### config.mk
export PLATFORM = sky130hd
export DESIGN_NAME = serial_tx_arbiter
export DESIGN_NICKNAME = d
export VERILOG_FILES = /design/src/rtl/serial_tx_arbiter.sv
export SDC_FILE = /design/constraint.sdc
export NUM_CORES = 1
export LEC_CHECK = 0
export CAP_MARGIN = 40
export CORE_ASPECT_RATIO = 0.5
export CORE_UTILIZATION = 45
export CTS_BUF_LIST = sky130_fd_sc_hd__clkbuf_2
export DETAILED_ROUTE_END_ITERATION = 10
export MAX_ROUTING_LAYER = met4
export PLACE_DENSITY = 0.73
export SYNTH_ARGS = -nofsm -noshare
export SYNTH_HDL_FRONTEND = slang
export SYNTH_SLANG_ARGS = --single-unit
### constraint.sdc
create_clock -name clk_i -period 9.8 [get_ports clk_i]
set_clock_uncertainty 0.05 [all_clocks]
set_input_delay 1.96 -clock clk_i [delete_from_list [all_inputs] [get_ports clk_i]]
set_output_delay 1.96 -clock clk_i [all_outputs]
set_load 0.05 [all_outputs]
### src/rtl/serial_tx_arbiter.sv
// Round-robin arbiter sharing one UART transmitter among four byte producers,
// with optional bounded burst lock and frame spacing enforced by a local timer.
module serial_tx_arbiter #(
    parameter int FRAME_CYCLES = 62400,
    parameter int TIMER_WIDTH  = 16,
    parameter int MAX_BURST    = 4
) (
    input  logic        clk_i,
    input  logic        rst_i,
    input  logic [3:0]  req_i,
    input  logic [3:0]  lock_i,
    input  logic [31:0] dat_in_i,
    output logic [3:0]  ack_o,
    output logic        txe_o,
    output logic [7:0]  dat_t_o,
    output logic [1:0]  owner_o,
    output logic        busy_o
);

    typedef enum logic {IDLE, WAIT} state_t;

    state_t                 state_q;
    logic [1:0]             ptr_q;
    logic [7:0]             hold_q;
    logic [TIMER_WIDTH-1:0] timer_q;
    logic [3:0]             ack_q;
    logic                   txe_q;
    logic [7:0]             dat_t_q;
    logic [1:0]             owner_q;
    logic                   busy_q;

    logic [7:0] req2;
    logic [3:0] rot;
    logic [1:0] off;
    logic [1:0] win;
    logic [7:0] n_d;
    logic       keep_d;

    // Rotate requests so bit 0 is the requester at ptr; lowest set bit wins.
    assign req2 = {req_i, req_i};
    assign rot  = req2[ptr_q +: 4];

    always_comb begin
        off = 2'd0;
        for (int k = 3; k >= 0; k--) begin
            if (rot[k]) off = 2'(k);
        end
        win    = ptr_q + off;
        n_d    = ((win == ptr_q) ? hold_q : 8'd0) + 8'd1;
        keep_d = lock_i[win] && (n_d < 8'(MAX_BURST));
    end

    always_ff @(posedge clk_i or posedge rst_i) begin
        if (rst_i) begin
            state_q <= IDLE;
            ptr_q   <= '0;
            hold_q  <= '0;
            timer_q <= '0;
            ack_q   <= '0;
            txe_q   <= 1'b0;
            dat_t_q <= '0;
            owner_q <= '0;
            busy_q  <= 1'b0;
        end else begin
            ack_q <= '0;
            txe_q <= 1'b0;
            case (state_q)
                IDLE: begin
                    if (|req_i) begin
                        state_q      <= WAIT;
                        txe_q        <= 1'b1;
                        ack_q        <= 4'b0001 << win;
                        dat_t_q      <= dat_in_i[8*win +: 8];
                        owner_q      <= win;
                        busy_q       <= 1'b1;
                        timer_q      <= TIMER_WIDTH'(FRAME_CYCLES - 1);
                        ptr_q        <= keep_d ? win : win + 2'd1;
                        hold_q       <= keep_d ? n_d : 8'd0;
                    end
                end
                WAIT: begin
                    if (timer_q == '0) begin
                        state_q <= IDLE;
                        busy_q  <= 1'b0;
                    end else begin
                        timer_q <= timer_q - 1'b1;
                    end
                end
                default: state_q <= IDLE;
            endcase
        end
    end

    assign ack_o   = ack_q;
    assign txe_o   = txe_q;
    assign dat_t_o = dat_t_q;
    assign owner_o = owner_q;
    assign busy_o  = busy_q;

endmodule

Word-level counts from Yosys, hierarchy flattened
Cells that the tools add are included.

Bitwise gates (word level): 1. Add/sub/neg operators: 4. Reductions and logical operators: 6. Eq/ne operators: 4. Multiplexer cells: 21. Shifts and indexed selects: 3. Magnitude comparators: 2.

Operator list (number): $mux W16 (2); $pmux W16 S2 (1); $shiftx A32 B6 Y8 (1); $logic_not A16 Y1 (1); $mux W8 (2); $sub A16 B1 Y16 const B (1); $mux W2 (5); $add A8 B1 Y8 const B (1); $lt A8 B3 Y1 const B (1); $mux W4 (2); $shiftx A8 B3 Y4 (1); $mux W1 (6); $reduce_and A2 Y1 (3); $ne A2 B2 Y1 const B (2); $pmux W1 S2 (2); $reduce_or A4 Y1 (1); $shl A1 B2 Y4 const A (1); $lt A2 B3 Y1 const B (1); $add A2 B1 Y2 const B (1); $add A2 B2 Y2 (1); $bmux W1 S2 (1); $eq A2 B2 Y1 (1); $ne A2 B1 Y1 const B (1); $logic_and A1 B1 Y1 (1); $not A1 Y1 (1).

Word-level logic and storage cells: 50. Output and inout port bits: 16. Register bits: 43. Input bits: 42.

Logic depth before layout (Yosys ltp)
Word-level depth: 12. Mapped depth: 20. Gate-level depth less buffers: 19.

Worst setup path before layout
No wires, ideal clock.

Path type: input to register. From: input req_i[3]. To: register ptr_q[1]. Path buffers: 1. Arrival: 4.957 ns. Slack: 4.672 ns. Data required time: 9.629 ns. Stages on the path: 18. Cells stage by stage: inv_1 -> o311ai_0 -> o21ai_0 -> o221ai_1 -> ha_1 -> clkbuf_1 -> xnor2_1 -> nand2_1 -> a21oi_1 -> nor2_1 -> nor2_1 -> ha_1 -> and3_1 -> a31oi_1 -> o22a_1 -> a2111oi_4 -> a21oi_1 -> a22o_1.

Cells in the longest elaborated chain, start to end: 12. Elaborated cells between the ends (all ways): 17. Those cells by class: add/sub: 3; order compare: 1; eq/ne: 1; shift: 1; mux: 8; reduce/logical: 3.

Ends and longest elaborated chain: start: declaration (line 10) `input logic [3:0] req_i,`; $shiftx A8 B3 Y4 (*) (line 41) `assign rot = req2[ptr_q +: 4];`; $mux W2 (3 in a row) (line 46) `if (rot[k]) off = 2'(k);`; $mux W2 (*) (line 46); $add A2 B2 Y2 (*) (line 48) `win = ptr_q + off;`; via win[0] (line 35) `logic [1:0] win;`; $eq A2 B2 Y1 (line 49) `n_d = ((win == ptr_q) ? hold_q : 8'd0) + 8'd1;`; $mux W8 (line 49); $add A8 B1 Y8 (line 49); $lt A8 B3 Y1 (line 50) `keep_d = lock_i[win] && (n_d < 8'(MAX_BURST));`; $logic_and A1 B1 Y1 (line 50); $mux W2 (*) (line 77) `ptr_q <= keep_d ? win : win + 2'd1;`; end signal: assignment (line 77); end: declaration (line 23) `logic [1:0] ptr_q;`.

Mark *: on every way through the listed nets, which the timed path passes. The rest lies on a longest branch. The select of a mux whose other input is x is not followed. A chain may end at the register's enable or synchronous reset.

Worst setup path after layout
From: input req_i[0]. To: register ptr_q[1].

Same word-level chain as after synthesis.

==> flow_summary.json <==
{
  "cts_resized": 0,
  "critPathLaunchType": "primary input",
  "arrival_ns": 6.24,
  "initial_core_util_pct": 49.3,
  "synth-xor-area-share_pct": 5.13,
  "via_count": 2086,
  "ir_drop_mv": 0.233,
  "drt_iter0_markers": 95,
  "cp_num_buf_inv": 1,
  "synthArstFlopShare_pct": 100,
  "crit_chain": "clkdlybuf4s50_1 > nand2b_1 > o22ai_1 > o21ai_0 > o221ai_1 > ha_1 > xnor2_1 > nand2_1 > a21oi_1 > nor2_1 > nor2_1 > ha_1 > and3_1 > nor4_1 > a31oi_1 > o22a_1 > a2111oi_4 > a21oi_1 > a22o_1",
  "vias_per_cell": 5.29,
  "rsz0062_at_grt": "no",
  "clk_latency_ns": 0.40,
  "criticalPathCategory": "in -> reg",
  "layout-drive-gt1-share_pct": 8.95,
  "seq_area_mm2": 0.00108,
  "yosys.area.top_type": "dfrtp_1",
  "die_y_um": 55.4,
  "path_clk_slew_ns": 0.20,
  "fin_area_mm2": 0.00322,
  "seq_area_frac_synth_pct": 42.0,
  "ctsHoldBuffers": 0,
  "synthesis.nets": 319,
  "num-nets-final": 372,
  "syn_area_per_cell_um2": 9.49,
  "cts_sinks": 43,
  "stdcell_count": 394,
  "cellLeakagePower_nw": 1.34,
  "highest_layer": "met4",
  "num_rows": 18,
  "synthDistinctLibCells": 55,
  "antenna_left": 0,
  "final_common_cell": "clkdlybuf4s50_1",
  "p_sw_share_pct": 45.6,
  "dp_hpwl_um": 4280,
  "pwr-share-clk_pct": 8.8,
  "period_minus_slack_ns": 5.98,
  "h-tree-depth": 2,
  "placedCellCount": 386,
  "cpMaxStageDelayCell": "ha_1",
  "synth_edf_count": 0,
  "final_max_slew_viol_count": 0,
  "grt_max_degree": 44,
  "p_sw_mw": 0.387,
  "yosys_register_bits": 43,
  "clock_path_buffers": 2,
  "synth_area_leaders": "dfrtp_1, nand2_1, mux4_2, ha_1, xnor2_1",
  "grt_pass1_vias": 2021,
  "dieArea_mm2": 0.00602,
  "slowest_delay_ns": 0.82,
  "crit_fanout": 18,
  "yosysTopAreaCellShare_pct": 42.0,
  "numCtsBuffers": 5,
  "routed-wl-met2_um": 2750,
  "drt_pass1_iterations": 4,
  "n_fill_cell": 457,
  "hold_violations": 0,
  "clockRootBuffer": "clkbuf_2",
  "clock.fmax_mhz": 167,
  "n_antenna_cell": 0,
  "mostFrequentLayoutCells": "clkdlybuf4s50_1, nand2_1, dfrtp_1",
  "routedWlPerCell_um": 14.6,
  "pwr-share-seq_pct": 30.8,
  "timing.hold.ws_ns": 0.449,
  "drt-total-wl_um": 5750,
  "yosys_warnings": 0,
  "ioPinCount": 58,
  "synth_compound_gate_area_share_pct": 14.8,
  "grt_usage_pct": 21.3,
  "synth-adder-area-share_pct": 3.42,
  "portBuffers": 57,
  "cts_tree": "yes",
  "synthSimpleGateAreaFrac_pct": 22.0,
  "power.internal_mw": 0.462,
  "place_area_mm2": 0.00318,
  "status": "finished, final reports clean",
  "area_delta_synth_final_pct": 25.7,
  "cp.required_ns": 10.06,
  "synthesis.area_mm2": 0.00256,
  "synth_mux_area_share_pct": 8.79,
  "power_frac_comb_pct": 60.3,
  "postCtsSetupBuffers": 0,
  "setup_tns_ns": 0,
  "gr-total-overflow": 0,
  "fin_crit_sh_pct": 61.0,
  "crit_family": "compound AO/OA/AOI/OAI gates",
  "synth_top_family_by_area": "simple AND/OR/NAND/NOR gates",
  "tightest_slew_ns": 0.776,
  "setup_viol": 0,
  "synthFlopType": "dfrtp_1",
  "post-route-util_pct": 61.9,
  "drv_cap": 0,
  "grt_pass1_wl_um": 9710,
  "hold_class": "reg -> reg",
  "die_w_um": 109,
  "end_kind": "flop",
  "core_area_mm2": 0.00520,
  "multi_input_area_mm2": 0.00139,
  "antenna_found_initial": 0,
  "wl_met3_um": 177,
  "m1WireLength_um": 2770,
  "syn_inst": 270,
  "globalplace.congestion": 0.844,
  "power_density_mw_per_mm2": 263,
  "route.detailed.drc": 0,
  "slew_headroom_pct": 48.3
}
[worst paths after layout]
path	from	to	slack (ns)	cells after the start
max	req_i[0]	ptr_q[1]	3.82	19
min	busy_o	busy_o	0.45	2
max reg2reg	ptr_q[1]	ptr_q[1]	5.35	17
min reg2reg	busy_o	busy_o	0.45	2
max in group asynchronous	rst_i	hold_q[1]	7.41	3
min in group asynchronous	rst_i	timer_q[1]	1.92	3
[layout make-up]
type / instances / share of cell area [%]
flip-flops and latches: 43 / 33.4
clock inverters: 1 / 0.155
repair buffers: 59 / 18.2
clock buffers: 7 / 1.09
multi-input cells: 202 / 43.1
inverters: 12 / 1.40
well taps: 70 / 2.72
[registers in the layout, indices dropped and copies added, names as in the netlist]
signal and count:
busy_o 1, ptr_q 2, state_q 1, dat_t_o 8, owner_o 2, timer_q 16
txe_o 1, hold_q 8, ack_o 4
[logic make-up after synthesis]
group	count (synthesis)
muxes	12
buffers and inverters	25
AOI/OAI and AO/OA	53
xor gates and xnor gates	15
DFF	43
and+or+nand+nor	115
adders and majority gates	7
[per-stage QoR]
step | power (mW) | setup WS [ns]
final | 0.848 | 3.82
after floorplan | 0.656 | 4.67
after CTS | 0.855 | 3.81
after global routing | 0.913 | 3.36
after global placement | 0.763 | 3.58
after detailed placement | 0.779 | 3.35
[power by group through the flow]
stage          registers, mW  logic, mW  clock network, mW
2_1_floorplan          0.320      0.336                  0
6_report               0.262      0.512             0.0750
5_1_grt                0.269      0.558             0.0856
3_3_place_gp           0.262      0.501                  0
3_5_place_dp           0.265      0.514                  0
4_1_cts                0.261      0.516             0.0782
[synth_stat cells (all sizes together) (3+ instances only)]
| library cell | instances |
|---|---|
| nor4 | 3 |
| and3 | 3 |
| nand2 | 54 |
| mux4 | 8 |
| or3 | 3 |
| clkbuf | 10 |
| nor2 | 10 |
| nand2b | 3 |
| dfrtp | 43 |
| mux2 | 4 |
| o22ai | 3 |
| inv | 12 |
| nor3 | 13 |
| xnor2 | 10 |
| xor2 | 5 |
| nand3 | 4 |
| buf | 3 |
| o21ai | 19 |
| a21oi | 7 |
| ha | 7 |
| and2 | 11 |
[per-layer routing]
metal	GRT usage (%)	up-vias
li1	-	1058
met1	28.9	997
met2	33.1	27
met3	3.54	4
met4	5.98	0
met5	-	-
[worst register-to-register path: stages (launching register included)]
cell       delay, ns
dfrtp_1         0.68
o311ai_0        0.21
o21ai_0         0.13
o221ai_1        0.14
ha_1            0.82
xnor2_1         0.26
nand2_1         0.12
a21oi_1         0.07
nor2_1          0.17
nor2_1          0.07
ha_1            0.22
and3_1          0.20
nor4_1          0.16
a31oi_1         0.07
o22a_1          0.22
a2111oi_4       0.46
a21oi_1         0.12
a22o_1          0.22
No activity file was read; power rests on OpenSTA's default activity.
==> variant 1: new RTL, same settings <==
Change the parameter `TIMER_WIDTH` from 16 to 12.
--- a/src/rtl/serial_tx_arbiter.sv
+++ b/src/rtl/serial_tx_arbiter.sv
@@ -3,5 +3,5 @@
 module serial_tx_arbiter #(
     parameter int FRAME_CYCLES = 62400,
-    parameter int TIMER_WIDTH  = 16,
+    parameter int TIMER_WIDTH  = 12,
     parameter int MAX_BURST    = 4
 ) (
Check against the original RTL: same outputs for any inputs over 10 cycles, from zero or initial values and one cycle with rst_i high; that may be too few to reach the edited logic, so the function may still have changed.
==> variant 1 against the original RTL <==
  * Die area decreased by 9.4%
  * Wire length decreased by 15%
  * Sequential cell count decreased by 4
  * Count of clock-buffer cells in the layout decreased by 1
  * Via count decreased by 6.3%
  * Highest routed layer unchanged
  * Worst setup slack got worse by 150 ps
  * Synthesized area decreased by 9.7%
  * Final area decreased by 7.1%
  * First-iteration DRC count decreased by 42%
  * Critical path type unchanged
Power is not compared: it rests on default switching activity, and its combinational part moved more than twofold at a synthesized area within 25%.
==> variant 1: results (changes against the original RTL) <==
* R2r endpoint: ptr_q[0]
* Worst Hold Class: flop to flop
* Post-synth ARST share at 1.000 (unchanged)
* Initial drt markers at 55 (-42%)
* Mux contribution to synthesized area at 0.1016 (+0.01373)
* Reg-to-reg slack, setup at 5250 ps (-100 ps)
* GRT Resource Usage Total at 0.2009 (-0.01245)
* Worst-Skew Late Latency at 390 ps
* Nets at 345 (-7.3%)
* Port bufs at 57 (unchanged)
* Post-synthesis cell type count at 55 (unchanged)
* Adder-cell share of the synthesized area at 0.03784 (+0.003658)
* Inserted Diodes at 0 (unchanged)
* WHS Path Cells at 1 (-1)
* Leak Pwr at 1.266 nW
* Compound-gate portion of the synthesized area at 0.1514 (+0.002914)
* Slowest cell delay on critical path at 780 ps (-40 ps)
* Post-synth top cells: nand2_1, dfrtp_1, and2_1, o21ai_0, nor2_1
* Status: finished clean
* First-pass GRT wire length at 7907 µm (-19%)
* Maximum VDD drop at 44.12 µV
* Clock share of power at 0.261
* CP max-delay cell: ha_1
* RD Place Congestion at 0.8067 (-4.4%)
* CP Max Fanout at 14 (-4)
* Share of cells above drive strength 1 at 0.09428 (+0.004770)
* CP Data Arrival Time at 6360 ps (+120 ps)
* Ys Warns at 0 (unchanged)
* Clock Pin Slew Worst Setup and Hold Paths at 210 ps
* Top FF cell, synth: dfrtp_1
* Via/cell ratio at 5.324 (+0.56%)
* Biggest register: timer_q
* Share of the synthesized area in the top cell type at 0.4216 (+0.001700)
* Initial antenna violation count at 0 (unchanged)
* Drt wl/cell at 13.31 µm (-8.8%)
* Comb pwr at 0.0435 mW
* Switching share of power at 0.2566
* Largest net degree at the start of global routing at 40 (-9.1%)
* Worst hold start: timer_q[10]
* Post-synthesis xor/xnor area fraction at 0.02649 (-0.02478)
* Hold Path End: timer_q[10]
* Total CTS buffers at 5 (unchanged)
* CTS Buffer Depth at 2 (unchanged)
* Setup Buffers After CTS at 0 (unchanged)
* CTS HTree Levels at 2 (unchanged)
* Vias in the first global route at 1745 (-14%)
* Slew margin rel. at 0.5120 (+0.02907)
* Max FFs per register at 12 (-4)
* Ranking of synthesized cells by area: dfrtp_1, mux4_2, nand2_1, ha_1, and2_1
* First-pass detailed-route iteration total at 5 (+1)
* Cts repair resizes at 0 (unchanged)
* Worst Reg-to-Reg Cells at 18 (+1)
* Detail Placement HPWL at 3553 µm (-17%)
* Sequential area share after synthesis at 0.4216 (+0.001700)
* R2R Path Start: ptr_q[0]
* Mapped Nets at 288 (-9.7%)
variant 1: how the worst max path moves through the flow:
stage | from | endpoint | slack [ps] | depth (start not counted)
final | req_i[0] | ptr_q[0] | 3670 | 19
after global routing | req_i[3] | ptr_q[0] | 3320 | 20
after CTS | req_i[0] | ptr_q[0] | 3740 | 19
after detailed placement | req_i[0] | ptr_q[0] | 3280 | 19
after global placement | req_i[0] | ptr_q[0] | 3480 | 19
after floorplan | req_i[3] | ptr_q[0] | 4670 | 18
variant 1: routing by layer:
| layer | GRT usage | vias up | wire length [µm] |
|---|---|---|---|
| met4 | 0.05399 | 0 | 41 |
| li1 | - | 969 | - |
| met5 | - | - | 0 |
| met1 | 0.2596 | 938 | 2404 |
| met3 | 0.05600 | 5 | 164 |
| met2 | 0.3124 | 42 | 2273 |
variant 1: stage by stage:
| step | hold slack [ps] | std cells | instance area [µm²] | total power [mW] | setup WS, ps |
|---|---|---|---|---|---|
| 3_5_place_dp | 411.7 | 359 | 2950 | 0.2079 | 3277 |
| 6_report | 444.1 | 367 | 2993 | 0.2769 | 3671 |
| 5_1_grt | 452.1 | 367 | 2993 | 0.2920 | 3322 |
| 4_1_cts | 439.5 | 367 | 2993 | 0.2802 | 3736 |
| 3_3_place_gp | 408.3 | 359 | 2950 | 0.2070 | 3475 |
| 2_1_floorplan | 385.8 | 239 | 2315 | 0.1863 | 4667 |
variant 1: area by class of cell:
| type | instances | area (µm²) |
|---|---|---|
| timing repair buffer | 59 | 585.6 |
| tap | 70 | 87.58 |
| multi-input combinational | 181 | 1264 |
| clock inverter | 2 | 12.51 |
| fill | 416 | 1939 |
| sequential | 39 | 975.9 |
| clock buffer | 6 | 30.03 |
| inverter | 10 | 37.54 |
==> variant 2: new RTL, same flow settings <==
Without the edit above. Reset style: synchronous (`rst_i`), changed in one clocked block.
--- a/src/rtl/serial_tx_arbiter.sv
+++ b/src/rtl/serial_tx_arbiter.sv
@@ -51,5 +51,5 @@
     end
 
-    always_ff @(posedge clk_i or posedge rst_i) begin
+    always_ff @(posedge clk_i) begin
         if (rst_i) begin
             state_q <= IDLE;
Formal check against the unedited RTL: differs if rst_i is asserted again (counterexample within 4 cycles, from zero or initial values and one cycle with rst_i high); with rst_i held inactive, the same outputs for 10 cycles.
==> variant 2 against the original RTL <==
  * Via count up 10%
  * Wire length down 2.2%
  * Sequential cell count unchanged
  * Critical path depth decreased by 3
  * Synthesized area decreased by 6.9%
  * Final area down 4.7%
  * Power is 7.8% lower
  * Sequential share of layout area decreased by 5.4 points
  * Register-to-register slack better by 330 ps
  * Cell count increased by 8.4%
  * Worst setup slack better by 320 ps
  * First-iteration DRC count rose by 75%
  * Worst hold slack worse by 33 ps
  * Critical path type unchanged
  * Largest cell class unchanged
  * Highest routed layer unchanged
==> variant 2: results (changes against the original RTL) <==
* Reg-to-reg slack, setup at 5680 ps (+330 ps)
* Syn Inst Count at 303 (+12%)
* GRT Resource Usage Total at 0.2111 (-0.002242)
* Port bufs at 57 (unchanged)
* Nets at 401 (+7.8%)
* Ys Warns at 0 (unchanged)
* CP Max Fanout at 15 (-3)
* Setup Buffers After CTS at 0 (unchanged)
* Total CTS buffers at 5 (unchanged)
* Via/cell ratio at 5.398 (+2.0%)
* Share of cells above drive strength 1 at 0.06723 (-0.02228)
* Placed cell count at 419 (+8.5%)
* Drt wl/cell at 13.18 µm (-9.7%)
* CTS Buffer Depth at 2 (unchanged)
* RD Place Congestion at 0.8501 (+0.76%)
* Initial antenna violation count at 0 (unchanged)
* Mapped Nets at 348 (+9.1%)
* Detail Placement HPWL at 4110 µm (-3.9%)
* Clock tree root buffer cell: clkbuf_2
* Clock Pin Slew Worst Setup and Hold Paths at 210 ps
* DP Worst Slack at 3744 ps (+389.8 ps)
* Ranking of synthesized cells by area: dfxtp_1, a21oi_1, nand2_1, nor2_1, xnor2_1
* Vias in the first global route at 2000 (-1.0%)
* CP max-delay cell: ha_1
* Biggest register: timer_q
* Post-DP Area at 3008 µm² (-5.5%)
* Final worst-path setup slack at 4138 ps (+317.7 ps)
* Slew margin rel. at 0.4008 (-0.08215)
* Top FF cell, synth: dfxtp_1
* Hold WS at 415.9 ps (-33.02 ps)
* Worst-Skew Late Latency at 390 ps
* Cts repair resizes at 0 (unchanged)
* First-pass detailed-route iteration total at 4 (unchanged)
* DRC violations left at 0 (unchanged)
* CTS HTree Levels at 2 (unchanged)
* Worst Hold Class: flop to flop
* Post-synthesis cell type count at 52 (-5.5%)
* CP Data Arrival Time at 5950 ps (-290 ps)
* First-pass GRT wire length at 9087 µm (-6.4%)
* Max FFs per register at 16 (unchanged)
* Post-synth ARST share at 0 (-1.000)
* Initial drt markers at 166 (+75%)
* Status: finished clean
* Sequential area share after synthesis at 0.3608 (-0.05915)
* Inserted Diodes at 0 (unchanged)
* Slowest cell delay on critical path at 580 ps (-240 ps)
* Drt total wl at 5626 µm (-2.2%)
* Maximum VDD drop at 126.9 µV (-46%)
* Post-synth top cells: nand2_1, a21oi_1, dfxtp_1
* Family with the most delay on the worst path: simple AND/OR/NAND/NOR gates
* Leak Pwr at 1.197 nW (-11%)
* Largest net degree at the start of global routing at 23 (-48%)
==> variant 2: kinds of logic after synthesis <==
family	Yosys count	share of synthesized area
AND/OR/NAND/NOR	142	0.2984
AO/OA/AOI/OAI	78	0.2145
XOR/XNOR	14	0.05769
buffers and inverters	19	0.03566
flip-flops	43	0.3608
adder cells (fa/ha/maj)	3	0.01573
multiplexers	4	0.01730
==> variant 2: final timing paths <==
| path | start | endpoint | cells past startpoint |
|---|---|---|---|
| setup reg to reg | ptr_q[0] | hold_q[0] | 14 |
| hold / removal | owner_o[1] | owner_o[1] | 2 |
| hold reg to reg | owner_o[1] | owner_o[1] | 2 |
| setup / recovery | req_i[2] | hold_q[0] | 16 |
==> variant 2: power breakdown <==
group / total (mW) / internal [mW] / switching (mW)
logic: 0.443 / 0.167 / 0.276
clock network: 0.0976 / 0.0420 / 0.0556
registers: 0.241 / 0.213 / 0.0282
total: 0.782 / 0.422 / 0.360
==> variant 2: routing by layer <==
layer,global-route usage,share of wire,wire length [µm]
met1,0.2548,0.49,2739
met2,0.3598,0.44,2475
met3,0.05911,0.068,384
met4,0.04460,0.0048,27
met5,-,0,0
==> variant 2: final cells by class <==
class	instances	area (µm²)
fill	430	1951
clock buffer	5	25.02
inverter	5	18.77
timing repair buffer	60	600.6
clock inverter	3	38.79
tap	70	87.58
sequential	43	860.8
multi-input combinational	241	1440
==> variant 2: worst reg2reg max path, delay by kind of cell, from the launching register on <==
family	cells	cell delay, ps
AND/OR/NAND/NOR	6	1510
AO/OA/AOI/OAI	5	900
adder cells (fa/ha/maj)	2	820
flip-flops	1	590
XOR/XNOR	1	200
